===== config.mk =====
export PLATFORM = sky130hd
export DESIGN_NAME = imem_loader
export DESIGN_NICKNAME = d
export VERILOG_FILES = /design/src/rtl/imem_loader_pkg.sv /design/src/rtl/imem_loader_word_assembler.sv /design/src/rtl/imem_loader.sv
export SDC_FILE = /design/constraint.sdc
export NUM_CORES = 1
export LEC_CHECK = 0
export ABC_AREA = 0
export CAP_MARGIN = 20
export CORE_ASPECT_RATIO = 1.75
export CORE_MARGIN = 8
export CORE_UTILIZATION = 55
export CTS_BUF_LIST = sky130_fd_sc_hd__clkbuf_4 sky130_fd_sc_hd__clkbuf_8 sky130_fd_sc_hd__clkbuf_16
export DETAILED_ROUTE_END_ITERATION = 16
export PLACE_DENSITY = 0.93
export RECOVER_POWER = 50
export SLEW_MARGIN = 15
export SYNTH_ARGS = -nofsm -noshare
export SYNTH_HDL_FRONTEND = slang
export SYNTH_SLANG_ARGS = --single-unit

===== constraint.sdc =====
create_clock -name clk -period 3.2 [get_ports clk]
set_input_delay 0.48 -clock clk [delete_from_list [all_inputs] [get_ports clk]]
set_output_delay 0.48 -clock clk [all_outputs]
set_load 0.05 [all_outputs]

===== src/rtl/imem_loader_pkg.sv =====
// Shared types and constants for the boot-time instruction-memory loader.
package imem_loader_pkg;

    // Width of one CPU instruction word.
    localparam int INSTR_W = 16;

    // Width of one stream byte.
    localparam int BYTE_W = 8;

    // Loader sequencing: two header bytes, then word bodies two bytes at a time.
    typedef enum logic [2:0] {
        LEN_HI  = 3'd0,
        LEN_LO  = 3'd1,
        DATA_HI = 3'd2,
        DATA_LO = 3'd3,
        DONE    = 3'd4,
        ERROR   = 3'd5
    } ldr_state_t;

endpackage : imem_loader_pkg


===== src/rtl/imem_loader_word_assembler.sv =====
// Pairs stream bytes into big-endian instruction words and produces the
// registered instruction-memory write triple (one-cycle strobe per word).
module word_assembler
    import imem_loader_pkg::*;
#(
    parameter int ADDR_W = 16
) (
    input  logic                 clk,
    input  logic                 rst,
    input  logic                 acc_hi_i,
    input  logic                 acc_lo_i,
    input  logic [BYTE_W-1:0]    byte_i,
    input  logic [ADDR_W-1:0]    addr_i,
    output logic                 wr_en_o,
    output logic [ADDR_W-1:0]    wr_addr_o,
    output logic [INSTR_W-1:0]   wr_data_o
);

    logic [BYTE_W-1:0]  hi_q;
    logic [BYTE_W-1:0]  hi_d;
    logic               wr_en_q;
    logic               wr_en_d;
    logic [ADDR_W-1:0]  wr_addr_q;
    logic [ADDR_W-1:0]  wr_addr_d;
    logic [INSTR_W-1:0] wr_data_q;
    logic [INSTR_W-1:0] wr_data_d;

    // Next-state: latch the high byte, and launch a write when the low byte lands.
    always_comb begin
        hi_d      = hi_q;
        wr_en_d   = acc_lo_i;
        wr_addr_d = wr_addr_q;
        wr_data_d = wr_data_q;
        if (acc_hi_i) begin
            hi_d = byte_i;
        end
        if (acc_lo_i) begin
            wr_addr_d = addr_i;
            wr_data_d = {hi_q, byte_i};
        end
    end

    // High-byte holding register; its content is meaningless until a high byte arrives.
    always_ff @(posedge clk) begin
        hi_q <= hi_d;
    end

    // Write triple register; reset drops any write that is still pending.
    always_ff @(posedge clk) begin
        if (rst) begin
            wr_en_q   <= 1'b0;
            wr_addr_q <= '0;
            wr_data_q <= '0;
        end else begin
            wr_en_q   <= wr_en_d;
            wr_addr_q <= wr_addr_d;
            wr_data_q <= wr_data_d;
        end
    end

    assign wr_en_o   = wr_en_q;
    assign wr_addr_o = wr_addr_q;
    assign wr_data_o = wr_data_q;

endmodule : word_assembler


===== src/rtl/imem_loader.sv =====
// Boot-time loader: receives a length-prefixed byte stream, writes the words
// into instruction memory from address 0, then releases the CPU.
module imem_loader
    import imem_loader_pkg::*;
#(
    parameter int DEPTH  = 256,
    parameter int ADDR_W = 16
) (
    input  logic                 clk,
    input  logic                 rst,
    input  logic                 in_valid,
    input  logic [BYTE_W-1:0]    in_byte,
    output logic                 in_ready,
    input  logic                 reload,
    output logic                 wr_en,
    output logic [ADDR_W-1:0]    wr_addr,
    output logic [INSTR_W-1:0]   wr_data,
    output logic                 cpu_run,
    output logic                 load_err,
    output logic [ADDR_W-1:0]    words_loaded
);

    // Length checks are done on the full 16-bit header, widened to avoid any truncation.
    localparam logic [31:0] DEPTH_L = DEPTH;

    ldr_state_t        state_q;
    ldr_state_t        state_d;
    logic [15:0]       len_q;
    logic [15:0]       len_d;
    logic [ADDR_W-1:0] wl_q;
    logic [ADDR_W-1:0] wl_d;
    logic              cpu_run_q;
    logic              cpu_run_d;
    logic              load_err_q;
    logic              load_err_d;
    logic              rdy;
    logic              xfer;
    logic              acc_hi;
    logic              acc_lo;
    logic [15:0]       len_full;

    // Next-state, handshake and counter logic for the loader FSM.
    always_comb begin
        state_d  = state_q;
        len_d    = len_q;
        wl_d     = wl_q;
        acc_hi   = 1'b0;
        acc_lo   = 1'b0;
        rdy      = (state_q == LEN_HI) || (state_q == LEN_LO) ||
                   (state_q == DATA_HI) || (state_q == DATA_LO);
        xfer     = in_valid && rdy;
        len_full = {len_q[15:8], in_byte};

        case (state_q)
            LEN_HI: begin
                if (xfer) begin
                    len_d[15:8] = in_byte;
                    state_d     = LEN_LO;
                end
            end
            LEN_LO: begin
                if (xfer) begin
                    len_d[7:0] = in_byte;
                    if (len_full == 16'd0) begin
                        state_d = DONE;
                    end else if (32'(len_full) > DEPTH_L) begin
                        state_d = ERROR;
                    end else begin
                        state_d = DATA_HI;
                    end
                end
            end
            DATA_HI: begin
                if (xfer) begin
                    acc_hi  = 1'b1;
                    state_d = DATA_LO;
                end
            end
            DATA_LO: begin
                if (xfer) begin
                    acc_lo = 1'b1;
                    wl_d   = wl_q + 1'b1;
                    if (32'(wl_d) == 32'(len_q)) begin
                        state_d = DONE;
                    end else begin
                        state_d = DATA_HI;
                    end
                end
            end
            DONE, ERROR: begin
                // Reload is only meaningful once a load has finished or failed.
                if (reload) begin
                    state_d = LEN_HI;
                    wl_d    = '0;
                end
            end
            default: begin
                state_d = LEN_HI;
            end
        endcase

        // The CPU is released one edge after DONE is reached, so the last write has landed.
        cpu_run_d  = (state_q == DONE) && !reload;
        load_err_d = (state_d == ERROR);
    end

    // State, length, word counter and status flags; reset wins over everything.
    always_ff @(posedge clk) begin
        if (rst) begin
            state_q    <= LEN_HI;
            len_q      <= '0;
            wl_q       <= '0;
            cpu_run_q  <= 1'b0;
            load_err_q <= 1'b0;
        end else begin
            state_q    <= state_d;
            len_q      <= len_d;
            wl_q       <= wl_d;
            cpu_run_q  <= cpu_run_d;
            load_err_q <= load_err_d;
        end
    end

    word_assembler #(
        .ADDR_W (ADDR_W)
    ) u_word_assembler (
        .clk       (clk),
        .rst       (rst),
        .acc_hi_i  (acc_hi),
        .acc_lo_i  (acc_lo),
        .byte_i    (in_byte),
        .addr_i    (wl_q),
        .wr_en_o   (wr_en),
        .wr_addr_o (wr_addr),
        .wr_data_o (wr_data)
    );

    assign in_ready     = rdy;
    assign cpu_run      = cpu_run_q;
    assign load_err     = load_err_q;
    assign words_loaded = wl_q;

endmodule : imem_loader


==> qor.csv, run 1 <==
metric;value;unit
outcome;finished clean;
Mapped Cells;413;
Post-synth top flop;dfxtp_1;
min cycle time layout;2.617;ns
CP Launch Type;input port;
per-cell routed wire length;16.18;um
TritonCTS clock tree;built;
Fillers;447;
HPWL after DPL;6.455;mm
setup ws final;0.5829;ns
Worst Reg-to-Reg Cells;6;
Layout Nets;481;
clock sinks;78;
initial antenna violation count;0;
Synth cell types;48;
DRC Markers;0;
drt first-iter violations;416;
DR vias;3282;
number of enable flip-flop cells after synthesis;8;
placed inst area;0.004124;sq mm
gr ovfl total;0;
FP Rows;38;
final worst path period share;81.79;%
commonest non-fill, non-tap cell in the layout;nand2_1;
Die Wd;75.80;um
# hold bufs at CTS;0;
Syn Nets;426;
worst-skew pair later-pin latency;0.36;ns
Post-Layout Inst Area;0.004310;sq mm
critical path required time;3.46;ns
largest family of logic cells by synthesized area;simple AND/OR/NAND/NOR gates;
total global routing track utilization;20.65;%
register area share after synthesis;47.69;%
Place WS;0.5448;ns
post-synthesis mux area share;0.2908;%
GP Congestion;0.9330;
DRT Pass-1 Iters;5;
share of cells above drive strength 1;6.977;%
Final Hold Viols;0;
clock skew;0.01008;ns
max-cap violations;0;
largest net degree at the start of global routing;30;
final non-filler cell total;553;
worst hold path class;reg -> reg;
largest fanout on the critical path;13;
Worst Setup End Kind;flip-flop;
asr flop ratio synth;0;%
crit path DAT;2.87;ns
#FFs+latches synth;78;
Final setup viols;0;
Post-Synth Simple-Gate Area;25.59;%
post-CTS resize count;0;
mapped cell area;0.003442;sq mm
ANT nets after route;0;
RSZ-0062 raised after global routing;no;
CORE AREA;0.006133;sq mm
CTS buffer count;9;
yosys warns;0;
clock slew at reported path FFs;0.08;ns
commonest non-fill, non-tap cells in the layout;nand2_1, dfxtp_1, a21oi_1;
xor/xnor share of the synthesized area;6.616;%
first-pass GRT wire length;14.70;mm
Die H;120.7;um
worst-margin pin slew;0.8509;ns
H-Tree Depth;3;
Area growth syn-to-layout;25.23;%
crit path kind;in -> reg;
Vias/cell;5.935;
total negative slack;0;ns
count of input and output buffers;63;
diode count;0;
Starting Density;56.12;%
Slew Limit Fails;0;
post-synthesis adder-cell area fraction;0.3635;%
I/O pins;64;
Inst Count DP;537;
post-synthesis compound-gate area fraction;16.32;%
maximum clock frequency;0.3821;GHz
peak supply drop;0.0003234;V
die area;0.009145;sq mm
Avg Cell Area, Syn;8.334;sq um
Post-CTS Setup Inserts;0;
CTS Buffer Depth;2;
hold-critical path depth;2;
Clk Tree Root Cell;clkbuf_8;
slew margin rel.;43.07;%
Routed WL;8.946;mm
utilization after layout;70.28;%
pwr dens;455.9;mW/mm^2
leakage power;0.001504;uW
vias in the first global route;3131;
final cells by class:
type | instances | area (sq um) | share of cell area [%]
well taps | 80 | 100.1 | 2.322
flip-flops and latches | 78 | 1642 | 38.08
inverters | 1 | 3.754 | 0.08708
clock inverters | 7 | 72.57 | 1.684
repair buffers | 70 | 670.6 | 15.56
clock buffers | 9 | 123.9 | 2.874
multi-input cells | 308 | 1698 | 39.39
metrics by stage:
step	power, uW	hold WS [ns]
6_report	1965	0.4515
5_1_grt	2042	0.4749
4_1_cts	1976	0.4574
3_3_place_gp	1245	0.4417
2_1_floorplan	1189	0.4478
3_5_place_dp	1252	0.4457
power breakdown:
part / internal (uW) / switching (uW) / total [uW] / leakage, uW
clock: 363 / 372 / 735 / 0.0000976
sequential: 1010 / 31.1 / 1040 / 0.000638
combinational: 69.5 / 118 / 187 / 0.000768
cells by family after synthesis:
group | after synthesis
compound gates | 99
buf+inv | 27
mux | 1
fa+ha+maj | 1
flops | 78
xor+xnor | 26
simple gates | 181
layer usage:
layer  track usage, %  vias up  wire (um)
met1            21.99     1545       3297
met4            13.56        0        345
met2            34.25      164       4708
li1                 -     1542          -
met3            5.141       31        596
met5                0        -          0
synth_stat cells (all sizes together) (5+ instances only):
library cell,number,share of area [%]
nand2,113,12
dfxtp,70,41
a21oi,64,9.3
clkbuf,20,2.2
o21ai,18,2.6
xnor2,18,4.6
nor2,15,1.6
nor3,10,1.5
nand3,9,1.7
edfxtp,8,7.0
xor2,8,2.0
nor4,7,2.1
buf,6,0.84
nand4,5,1.8
critical path: stages:
cell and delay, ns:
dlygate4sd3_1 0.58, nand2b_1 0.12, nor2_1 0.68, nand4_1 0.26
a2111oi_4 0.38, nand4_1 0.17, o21a_1 0.20
sequential cells by signal, summed over array words and instances (netlist names):
name / flops
u_word_assembler.wr_data_o: 16
u_word_assembler.hi_q: 8
u_word_assembler.wr_en_o: 1
words_loaded: 16
len_q: 16
load_err: 1
u_word_assembler.wr_addr_o: 16
cpu_run: 1
state_q: 3
final timing paths:
kind | from | to | slack (ns)
setup / recovery | in_valid | state_q[1] | 0.58
hold reg to reg | u_word_assembler.wr_addr_o[9] | u_word_assembler.wr_addr_o[9] | 0.45
hold / removal | u_word_assembler.wr_addr_o[9] | u_word_assembler.wr_addr_o[9] | 0.45
setup reg to reg | state_q[1] | state_q[1] | 0.70
No activity file was read; power rests on OpenSTA's default activity.
==> inputs of run 2 (changes only) <==
- CORE_UTILIZATION: 55 -> 47
- PLACE_DENSITY: 0.93 -> 0.86
- clock period: 3.2 -> 2.4 ns (I/O delays scaled with it)
==> run 2 against run 1 <==
Flip-flop and latch count unchanged. Sequential share of layout area fell by 2.0 points. Die area grew 14%. Sequential power increased by 34%. Via count fell by 0.88%. Global-route usage down 1.4 points. Total power is 62% higher. Design area up 5.4%. Highest routed layer unchanged.
==> qor.csv, run 2 (synthesis gave the netlist of run 1 again) <==
metric;value;unit;change
Worst path depth;1;;-6
Area growth syn-to-layout;31.99;%;
Layout Nets;494;;+2.7%
die area;0.01043;sq mm;+14%
share of cells above drive strength 1;8.436;%;+1.5 points
Vias/cell;5.687;;-4.2%
initial antenna violation count;0;;unchanged
FP Rows;41;;+7.9%
Final Hold Viols;0;;unchanged
critical path required time;2.04;ns;-1.42 ns
gr ovfl total;0;;unchanged
critical path's slowest cell;clkdlybuf4s50_1;;
count of input and output buffers;63;;unchanged
CORE AREA;0.007182;sq mm;+17%
max-cap violations;0;;unchanged
GP Congestion;0.9494;;+1.8%
clock skew;0.006153;ns;-0.003927 ns
RSZ-0062 raised after global routing;no;;
worst-skew pair later-pin latency;0.34;ns;-0.02 ns
clock slew at reported path FFs;0.06;ns;-0.02 ns
Starting Density;47.93;%;-8.2 points
slew margin rel.;55.12;%;+12 points
worst hold path class;reg -> reg;;
largest net degree at the start of global routing;36;;+20%
peak supply drop;0.0004155;V;+28%
Slew Limit Fails;0;;unchanged
Die H;129.2;um;+7.1%
HPWL after DPL;7.172;mm;+11%
Final setup viols;0;;unchanged
crit path kind;reg -> out;;
min cycle time layout;2.188;ns;
total negative slack;0;ns;unchanged
Crit path max-delay family;buffers and inverters;;
crit path DAT;1.83;ns;-1.04 ns
final worst path period share;91.18;%;
Clk Tree Root Cell;clkbuf_16;;
I/O pins;64;;unchanged
worst-margin pin slew;0.6732;ns;-0.1777 ns
TritonCTS clock tree;built;;
pwr dens;702.0;mW/mm^2;+54%
crit-path cells;clkdlybuf4s50_1;;
DRC Markers;0;;unchanged
Inst Count DP;556;;+3.5%
DRT Pass-1 Iters;5;;unchanged
final non-filler cell total;572;;+3.4%
drt first-iter violations;302;;-27%
clock sinks;78;;unchanged
first-pass GRT wire length;15.75;mm;+7.1%
Routed WL;9.689;mm;+8.3%
Worst Reg-to-Reg Cells;7;;+1
Die Wd;80.69;um;+6.5%
total power;3189;uW;+62%
CTS Buffer Depth;2;;unchanged
diode count;0;;unchanged
leakage power;0.001540;uW;+2.4%
post-CTS resize count;0;;unchanged
commonest non-fill, non-tap cells in the layout;nand2_1, dfxtp_1, a21oi_1;;
ANT nets after route;0;;unchanged
DR vias;3253;;-0.88%
buffers and inverters on the worst path;1;;unchanged
Post-CTS Setup Inserts;0;;unchanged
Fillers;623;;+39%
utilization after layout;63.26;%;-7.0 points
vias in the first global route;3273;;+4.5%
CP Launch Type;flip-flop;;
commonest non-fill, non-tap cell in the layout;nand2_1;;
# hold bufs at CTS;0;;unchanged
Worst Setup End Kind;output port;;
hold-critical path depth;2;;unchanged
Register Area;0.001642;sq mm;unchanged
per-cell routed wire length;16.94;um;+4.7%
largest fanout on the critical path;12;;-1
maximum clock frequency;0.4570;GHz;
H-Tree Depth;3;;unchanged
CP max stage delay;0.89;ns;+0.21 ns
total global routing track utilization;19.30;%;-1.4 points
CTS buffer count;9;;unchanged
area occupied by multi-input gates;0.001693;sq mm;-0.30%
outcome;finished clean;;
[run 2: changes by cell type in the layout (fill, tap and decap cells not counted), sizes merged]
cell,previous run,this run
clkdlybuf4s50,30,56
dlygate4sd3,32,6
buf,6,15
clkbuf,11,16
bufinv,1,3
inv,3,1
clkinv,3,2
[run 2: final cells by class]
type                       instances  area share, %
clock buffer                      10          5.123
clock inverter                     6          2.424
inverter                           1        0.08262
multi-input combinational        308          37.26
sequential                        78          36.13
tap                               86          2.368
timing repair buffer              83          16.61
[run 2: report_power, final]
group          switching (uW)  internal (uW)
Clock                     507           1020
Sequential               36.7           1350
Combinational             164            106
Total                     708           2480
[run 2: worst paths after layout]
kind / start / end / slack, ns
setup / recovery: words_loaded[4] / words_loaded[4] / 0.21
hold / removal: u_word_assembler.wr_addr_o[1] / u_word_assembler.wr_addr_o[1] / 0.45
setup reg to reg: words_loaded[1] / state_q[1] / 0.24
hold reg to reg: u_word_assembler.wr_addr_o[1] / u_word_assembler.wr_addr_o[1] / 0.45
[run 2: routing by layer]
layer | track usage [%] | vias up | share of wire, %
li1 | - | 1563 | -
met4 | 11.64 | 0 | 3.8
met3 | 4.646 | 34 | 6.1
met5 | 0 | - | 0
met2 | 34.87 | 138 | 55
met1 | 18.97 | 1518 | 36
[run 2: per-stage QoR]
step / area [sq um] / worst slack [ns] / hold slack (ns)
after global routing: 4543 / 0.09440 / 0.4768
after CTS: 4572 / 0.2182 / 0.4533
after floorplan: 3442 / 0.1298 / 0.4478
after global placement: 4229 / 0.1093 / 0.4401
final: 4543 / 0.2118 / 0.4519
after detailed placement: 4229 / 0.1118 / 0.4456
==> inputs of run 3 (changes only) <==
- CAP_MARGIN: 20 -> 10
==> results of run 3 <==
The final DEF is identical to that of run 2; final timing and power are the same.
